==> src/rtl/gate_selftest_pkg.sv <==
// Shared constants for the gate self-test block: FSM encoding, gate_in bit positions
// and the legal SETTLE_CYCLES range.
package gate_selftest_pkg;

    localparam logic [1:0] ST_IDLE   = 2'd0;
    localparam logic [1:0] ST_DRIVE  = 2'd1;
    localparam logic [1:0] ST_SAMPLE = 2'd2;
    localparam logic [1:0] ST_DONE   = 2'd3;

    typedef enum logic [1:0] {
        IDLE   = ST_IDLE,
        DRIVE  = ST_DRIVE,
        SAMPLE = ST_SAMPLE,
        DONE   = ST_DONE
    } state_e;

    localparam int GATE_W    = 7;
    localparam int GATE_AND  = 0;
    localparam int GATE_OR   = 1;
    localparam int GATE_NOT  = 2;
    localparam int GATE_NAND = 3;
    localparam int GATE_NOR  = 4;
    localparam int GATE_XOR  = 5;
    localparam int GATE_XNOR = 6;

    localparam int SETTLE_MIN = 1;
    localparam int SETTLE_MAX = 15;

endpackage

==> src/rtl/gate_selftest_expect.sv <==
// gate_expect: golden response of the seven-gate stage for one operand pair.
module gate_expect
    import gate_selftest_pkg::*;
(
    input  logic              a_i,
    input  logic              b_i,
    output logic [GATE_W-1:0] exp_o
);

    always_comb begin
        exp_o            = '0;
        exp_o[GATE_AND]  = a_i & b_i;
        exp_o[GATE_OR]   = a_i | b_i;
        exp_o[GATE_NOT]  = ~a_i;
        exp_o[GATE_NAND] = ~(a_i & b_i);
        exp_o[GATE_NOR]  = ~(a_i | b_i);
        exp_o[GATE_XOR]  = a_i ^ b_i;
        exp_o[GATE_XNOR] = ~(a_i ^ b_i);
    end

endmodule

==> src/rtl/gate_selftest.sv <==
// Walks operands 00..11 through an external gate stage and counts failing vectors.
// Optional first-failure log enabled by defining GATE_SELFTEST_FAILLOG_EN.
module gate_selftest
    import gate_selftest_pkg::*;
#(
    parameter int SETTLE_CYCLES = 2
) (
    input  logic              clk_in,
    input  logic              rst_in,
    input  logic              start_in,
    input  logic [GATE_W-1:0] gate_in,
    output logic              a_out,
    output logic              b_out,
    output logic              busy_out,
    output logic              done_out,
    output logic              pass_out,
    output logic [2:0]        err_cnt_out
`ifdef GATE_SELFTEST_FAILLOG_EN
    ,
    output logic [1:0]        fail_vec_out,
    output logic [GATE_W-1:0] fail_mask_out
`endif
);

    if (SETTLE_CYCLES < SETTLE_MIN || SETTLE_CYCLES > SETTLE_MAX) begin : g_bad_settle
        $error("gate_selftest: SETTLE_CYCLES out of range 1..15");
    end

    localparam logic [3:0] SETTLE_LAST = 4'(SETTLE_CYCLES - 1);

    state_e            state_q, state_d;
    logic [1:0]        idx_q, idx_d;
    logic [3:0]        cnt_q, cnt_d;
    logic [2:0]        err_q, err_d;
    logic              pass_q, pass_d;
    logic [2:0]        res_err_q, res_err_d;
    logic [GATE_W-1:0] exp_gate;
    logic [GATE_W-1:0] mismatch;
    logic              vec_fail;
    logic              busy;

    gate_expect u_expect (
        .a_i   (idx_q[1]),
        .b_i   (idx_q[0]),
        .exp_o (exp_gate)
    );

    assign mismatch = gate_in ^ exp_gate;
    assign vec_fail = |mismatch;
    assign busy     = (state_q == DRIVE) || (state_q == SAMPLE);

    always_comb begin
        state_d   = state_q;
        idx_d     = idx_q;
        cnt_d     = cnt_q;
        err_d     = err_q;
        pass_d    = pass_q;
        res_err_d = res_err_q;
        case (state_q)
            IDLE: begin
                if (start_in) begin
                    state_d = DRIVE;
                    idx_d   = 2'd0;
                    cnt_d   = 4'd0;
                    err_d   = 3'd0;
                end
            end
            DRIVE: begin
                if (cnt_q == SETTLE_LAST) begin
                    state_d = SAMPLE;
                    cnt_d   = 4'd0;
                end else begin
                    cnt_d = cnt_q + 4'd1;
                end
            end
            SAMPLE: begin
                err_d = err_q + {2'b00, vec_fail};
                if (idx_q == 2'd3) begin
                    // Results land together with the DONE pulse, including this last vector.
                    state_d   = DONE;
                    pass_d    = (err_q == 3'd0) && !vec_fail;
                    res_err_d = err_q + {2'b00, vec_fail};
                end else begin
                    state_d = DRIVE;
                    idx_d   = idx_q + 2'd1;
                end
            end
            DONE: begin
                state_d = IDLE;
            end
        endcase
    end

    always_ff @(posedge clk_in) begin
        if (rst_in) begin
            state_q   <= IDLE;
            idx_q     <= 2'd0;
            cnt_q     <= 4'd0;
            err_q     <= 3'd0;
            pass_q    <= 1'b0;
            res_err_q <= 3'd0;
        end else begin
            state_q   <= state_d;
            idx_q     <= idx_d;
            cnt_q     <= cnt_d;
            err_q     <= err_d;
            pass_q    <= pass_d;
            res_err_q <= res_err_d;
        end
    end

    assign a_out       = busy & idx_q[1];
    assign b_out       = busy & idx_q[0];
    assign busy_out    = busy;
    assign done_out    = (state_q == DONE);
    assign pass_out    = pass_q;
    assign err_cnt_out = res_err_q;

`ifdef GATE_SELFTEST_FAILLOG_EN
    logic [1:0]        fvec_q, fvec_d;
    logic [GATE_W-1:0] fmask_q, fmask_d;

    // A failing vector always has a non-zero mask, so an empty mask means "nothing logged yet".
    always_comb begin
        fvec_d  = fvec_q;
        fmask_d = fmask_q;
        if (state_q == IDLE && start_in) begin
            fvec_d  = 2'd0;
            fmask_d = '0;
        end else if (state_q == SAMPLE && vec_fail && fmask_q == '0) begin
            fvec_d  = idx_q;
            fmask_d = mismatch;
        end
    end

    always_ff @(posedge clk_in) begin
        if (rst_in) begin
            fvec_q  <= 2'd0;
            fmask_q <= '0;
        end else begin
            fvec_q  <= fvec_d;
            fmask_q <= fmask_d;
        end
    end

    assign fail_vec_out  = fvec_q;
    assign fail_mask_out = fmask_q;
`endif

endmodule

==> config.mk <==
export PLATFORM = sky130hd
export DESIGN_NAME = gate_selftest
export DESIGN_NICKNAME = d
export VERILOG_FILES = /design/src/rtl/gate_selftest_pkg.sv /design/src/rtl/gate_selftest_expect.sv /design/src/rtl/gate_selftest.sv
export SDC_FILE = /design/constraint.sdc
export NUM_CORES = 1
export LEC_CHECK = 0
export CAP_MARGIN = 20
export CORE_MARGIN = 8
export CORE_UTILIZATION = 47
export CTS_BUF_LIST = sky130_fd_sc_hd__clkbuf_2 sky130_fd_sc_hd__clkbuf_4 sky130_fd_sc_hd__clkbuf_8
export DETAILED_ROUTE_END_ITERATION = 10
export PLACE_DENSITY = 0.77
export SLEW_MARGIN = 10
export SYNTH_ARGS = -nofsm -noshare
export SYNTH_HDL_FRONTEND = slang
export SYNTH_SLANG_ARGS = --single-unit
==> constraint.sdc <==
create_clock -name clk_in -period 1.95 [get_ports clk_in]
set_input_delay 0.39 -clock clk_in [delete_from_list [all_inputs] [get_ports clk_in]]
set_output_delay 0.39 -clock clk_in [all_outputs]
set_load 0.01 [all_outputs]
After elaboration in Yosys (flattened, before gate mapping)

Index checks and enable logic that the tools add are counted.
W data, S select, Z words.

Register bits after elaboration: 15
Input bits: 10
Output and inout bits: 8
Logic and storage cells: 52

Add/subtract/negate cells: 3
Equal/unequal tests: 8
Muxes and demuxes: 12
Bitwise logic cells: 10
Reduce and logical (&&, ||, !) cells: 13

Operators with widths:

| operator              | count |
|---|---|
| $mux W2               | 5 |
| $mux W4               | 2 |
| $pmux W2 S4           | 1 |
| $pmux W4 S2           | 1 |
| $reduce_and A2 Y1     | 4 |
| $reduce_or A7 Y1      | 1 |
| $xor A7 B7 Y7         | 1 |
| $eq A2 B2 Y1 const B  | 3 |
| $pmux W3 S2           | 1 |
| $add A4 B1 Y4 const B | 1 |
| $eq A4 B1 Y1 const B  | 1 |
| $ne A2 B2 Y1 const B  | 2 |
| $not A1 Y1            | 4 |
| $pmux W2 S2           | 1 |
| $reduce_bool A2 Y1    | 2 |
| $add A3 B1 Y3         | 1 |
| $and A1 B1 Y1         | 3 |
| $logic_not A3 Y1      | 1 |
| $mux W3               | 1 |
| $reduce_and A3 Y1     | 1 |
| $add A2 B1 Y2 const B | 1 |
| $eq A2 B1 Y1 const B  | 1 |
| $logic_not A2 Y1      | 1 |
| $ne A2 B1 Y1 const B  | 1 |
| 5 further kinds       | 5 |

Depth between registers and ports, before layout

Gate-level depths: netlist of run 1.

Depth after elaboration: 6
Mapped depth: 10
Mapped depth without buffers: 10

Cells and area by module

Synthesis of run 1 repeated with hierarchy kept, for this count alone.

Cells, all modules: 110
Area, all modules: 915.9 um2

By module, submodules not included:

| module        | instances | cells each | area an instance (um2) | sequential area each (um2) |
|---|---|---|---|---|
| gate_selftest | 1         | 101        | 847.1                  | 300.3 |
| gate_expect   | 1         | 9          | 68.8                   | 0.0 |

Least setup slack after synthesis of run 1

OpenSTA, ideal clock, no wires.

Kind: reg-to-reg
Start: register idx_q[0]
End: register res_err_q[2] (netlist: err_cnt_out[2])
Setup time: 0.091 ns
Arrival time: 1.946 ns
Data required time: 1.859 ns
Slack: -0.087 ns
Cell stages (with the launch flop): 9
Path buffers: 0
Clock period less this slack: 2.037 ns
Path through: dfxtp_1 -> ha_1 -> or3b_1 -> a21oi_1 -> o221ai_1 -> ha_1 -> ha_1 -> nand2b_1 -> a311oi_1

Word-level cells in the longest chain between the ends: 5
Elaborated cells on any way between the ends: 11
Classes of those cells: 1 x add/sub; 1 x eq/ne; 7 x bitwise; 2 x reduce/logical

Ends and longest elaborated chain:

| item                                  | RTL line                                                                           | RTL |
|---|---|---|
| from (decl)                           | gate_selftest.sv:32                                                                | `logic [1:0] idx_q, idx_d;` |
| from (signal assigned)                | gate_selftest.sv:104                                                               | `idx_q <= idx_d;` |
| $and A1 B1 Y1 (tied with other cells) | gate_selftest_expect.sv:12, gate_selftest_expect.sv:15                             |  |
| $not A1 Y1, on equally long branches  | gate_selftest_expect.sv:15, gate_selftest_expect.sv:16, gate_selftest_expect.sv:18 |  |
| $xor A7 B7 Y7                         | gate_selftest.sv:48                                                                | `assign mismatch = gate_in ^ exp_gate;` |
| $reduce_or A7 Y1                      | gate_selftest.sv:49                                                                | `assign vec_fail = \|mismatch;` |
| $add A3 B1 Y3                         | gate_selftest.sv:82                                                                | `res_err_d = err_q + {2'b00, vec_fail};` |
| to (signal assigned)                  | gate_selftest.sv:108                                                               | `res_err_q <= res_err_d;` |
| to (decl)                             | gate_selftest.sv:36                                                                | `logic [2:0] res_err_q, res_err_d;` |

Parallel ways exist; a longest one is shown, timed or not.
A chain may end at the register's enable or synchronous reset.

Worst setup path after layout of run 1

Ends and elaborated chain as after synthesis.

==> results of run 1 <==
-- kinds of logic after synthesis --
group / synth area share, %
simple gates: 27.8
compound gates: 19.6
flops: 34.4
buf+inv: 3.44
fa+ha+maj: 11.5
mux: 2.29
xor+xnor: 1.00
-- layout make-up --
class	count	area share, %
well taps	25	2.54
flip-flops and latches	15	24.9
clock buffers	3	1.83
repair buffers	25	18.2
inverters	5	1.53
clock inverters	1	0.407
multi-input cells	80	50.6
-- flip-flops by register name (all words and copies together), names as in the netlist --
signal,cells
idx_q,2
pass_out,1
state_q,2
err_cnt_out,3
cnt_q,4
err_q,3
-- final timing paths --
check,endpoint,slack [ps],depth (start not counted)
worst max-delay path,err_cnt_out[2]$_SDFFE_PP0P_,-90,8
worst min-delay path,err_cnt_out[0]$_SDFFE_PP0P_,460,2
worst max register to register,err_cnt_out[2]$_SDFFE_PP0P_,-90,8
worst min register to register,err_cnt_out[0]$_SDFFE_PP0P_,460,2
-- stage by stage --
step / setup TNS [ps] / util, % / cells / setup WS, ps
finish: -119 / 70.5 / 154 / -91.0
global route: -345 / 70.5 / 154 / -190
CTS: -98.3 / 69.3 / 154 / -49.4
detailed placement: -2400 / 65.4 / 150 / -522
global placement: -1650 / 65.4 / 150 / -387
floorplan: 0 / - / 103 / 9.67
-- where the power goes --
part	switching (W)	internal (W)
clock	0.000109	0.0000765
sequential	0.0000356	0.000343
combinational	0.000259	0.000205
total	0.000404	0.000625
-- cells in the mapped netlist (all sizes together) (2+ instances only) --
| cell | n |
|---|---|
| and2 | 4 |
| nor3b | 2 |
| a311oi | 2 |
| a32oi | 2 |
| nand2b | 4 |
| mux2i | 2 |
| clkbuf | 3 |
| a211oi | 2 |
| a21oi | 8 |
| nand3 | 2 |
| nor2 | 9 |
| nand2 | 10 |
| and3b | 2 |
| a22oi | 2 |
| dfxtp | 15 |
| inv | 5 |
| o21ai | 5 |
| or4 | 2 |
| ha | 8 |
| nand3b | 2 |
-- worst register-to-register path, cell delays in order, from the launching register on --
cell	delay, ps
dfxtp_4	360
ha_4	150
or3b_4	360
a21oi_2	150
o221ai_2	120
ha_2	200
ha_4	170
nand2b_4	150
a311oi_2	290
-- repair_timing --
item,CTS,global route
endpoints found under the setup margin,7,4
endpoints found under the hold margin,0,0
pin swaps,6,6
gates resized for setup,15,3
-- metal layers --
layer,global-route usage (%),up-vias
met4,8.87,0
li1,-,425
met5,0,-
met1,15.6,392
met3,3.47,9
met2,25.2,23
==> flow_metrics.env, run 1 <==
export IMPL_status="complete, but fails checks"
export IMPL_violations="negative setup slack"
export IMPL_leakage_nw=0.452
export IMPL_initial_core_util_pct=50.0
export IMPL_hp_start="err_cnt_out[0]$_SDFFE_PP0P_"
export IMPL_synth_seq_cells=15
export IMPL_drt_iter0_drc=22
export IMPL_cp_data_required_time_ps=2160
export IMPL_synthTopCellsByArea="dfxtp_1 (34%), ha_1 (11%), nand2_1 (4.3%)"
export IMPL_clock_fmax_mhz=490
export IMPL_rr_startpoint="idx_q[0]$_SDFFE_PP0P_"
export IMPL_wl_met1_um=951
export IMPL_cp_slowest_cell="dfxtp_4"
export IMPL_yosysTopAreaCell="dfxtp_1"
export IMPL_ant_nets=0
export IMPL_setup_worst_path_start_class="flip-flop"
export IMPL_cts_made_buffers=3
export IMPL_globalRoute_totalOverflow=0
export IMPL_report_final_slew_viol_count=0
export IMPL_critPathArrivalTime_ps=2250
export IMPL_hold_class="flip-flop to flip-flop"
export IMPL_dieArea_um2=3490
export IMPL_rows=15
export IMPL_routed_via_density=5.51
export IMPL_nFillCells=140
export IMPL_worst_pin_slew_ps=634
export IMPL_wl_mm=2.32
export IMPL_synthesis_area_um2=873
export IMPL_grt_max_degree=16
export IMPL_die_y_um=59.1
export IMPL_total_power_w=0.00103
export IMPL_met3WireLength_um=129
export IMPL_core_um2=1750
export IMPL_dr_pass1_iters=4
export IMPL_clock_root_buffer="clkbuf_4"
export IMPL_wl_met2_mm=1.17
export IMPL_ys_seq_area_share_pct=34.4
export IMPL_clk_latency_ps=290
export IMPL_io_pins=18
export IMPL_critical_path_class="flip-flop to flip-flop"
export IMPL_crit_family="compound AO/OA/AOI/OAI gates"
export IMPL_yosysTopAreaCellShare_pct=34.4
export IMPL_crit_chain="ha_4, or3b_4, a21oi_2, o221ai_2, ha_2, ha_4, nand2b_4, a311oi_2"
export IMPL_port_buffers=17
export IMPL_wl_per_cell_um=15.1
export IMPL_rsz0062_at_grt="true"
export IMPL_hold_slack_ps=461
export IMPL_path_common_cell="ha_4"
export IMPL_syn_num_nets=121
export IMPL_num_vias=849
export IMPL_cts_tree="built"
export IMPL_clockBufferDepth=2
export IMPL_top_layer_used="met4"
export IMPL_synth_edf_count=0
export IMPL_postCtsHoldBufs=0
export IMPL_ys_async_sr_fraction_pct=0
export IMPL_grt_pass1_wl_mm=3.93
export IMPL_antenna_found_initial=0
export IMPL_period_needed_ps=2040
export IMPL_seq_area_um2=307
export IMPL_synthFlopType="dfxtp_1"
export IMPL_gp_congestion=0.785
export IMPL_slew_headroom_pct=57.6
export IMPL_syn2layout_area_growth_pct=40.8
export IMPL_antenna_cells=0
export IMPL_grt_pass1_vias=849
export IMPL_placed_cell_area_um2=1140
export IMPL_cts_clk_slew_worst_paths_ps=100
export IMPL_layout_nets=148
export IMPL_chipWidth_um=59.1
export IMPL_post_route_cell_area_um2=1230
export IMPL_hpwl_mm=1.64
export IMPL_drc_errors=0
export IMPL_yosysUniqueCellTypes=33
export IMPL_fin_ws_ps=-91.0
export IMPL_htreeDepth=1
export IMPL_ys_warn_count=0
export IMPL_end_kind="flip-flop"
export IMPL_cts_sinks=15
export IMPL_multi_input_area_um2=622
export IMPL_crit_fanout=3
export IMPL_p_per_area_nw_per_um2=836
export IMPL_finClkSkew_ps=5.20
export IMPL_critPathBufInv=0
export IMPL_gr_usage_all_layers_pct=14.6
export IMPL_final_cell_mix="dfxtp_1 (12), clkdlybuf4s50_1 (12), nand2_1 (10), nor2_1 (9), buf_4 (8)"
export IMPL_drive_gt1_share_pct=21.7
export IMPL_crit_start="idx_q[0]$_SDFFE_PP0P_"
export IMPL_syn_inst=103
export IMPL_cpPeakStageDelay_ps=360
export IMPL_syn_area_per_cell_um2=8.48
export IMPL_ir_worst_vdd_v=0.000569
export IMPL_drv_cap=0
export IMPL_hold_viol_final=0
export IMPL_final_period_utilization_pct=105
export IMPL_setup_viol=2
export IMPL_post_cts_buffers=0
No activity file was read; power rests on OpenSTA's default activity.
==> run 2: changes to the inputs <==
--- a/config.mk
+++ b/config.mk
@@ -5,6 +5,7 @@
 export SDC_FILE = /design/constraint.sdc
 export NUM_CORES = 1
 export LEC_CHECK = 0
+export ABC_CLOCK_PERIOD_IN_PS = 1950
 export CAP_MARGIN = 20
 export CORE_MARGIN = 8
 export CORE_UTILIZATION = 47
==> results of run 2 <==
Final layout, timing and power as in run 1 (identical DEF).
==> run 3: changes to the inputs <==
--- a/config.mk
+++ b/config.mk
@@ -9,7 +9,7 @@
 export CAP_MARGIN = 20
 export CORE_MARGIN = 8
 export CORE_UTILIZATION = 47
-export CTS_BUF_LIST = sky130_fd_sc_hd__clkbuf_2 sky130_fd_sc_hd__clkbuf_4 sky130_fd_sc_hd__clkbuf_8
+export CTS_BUF_LIST = sky130_fd_sc_hd__clkbuf_4
 export DETAILED_ROUTE_END_ITERATION = 10
 export PLACE_DENSITY = 0.77
 export SLEW_MARGIN = 10
==> results of run 3 <==
Final layout, timing and power as in run 1 (identical DEF).
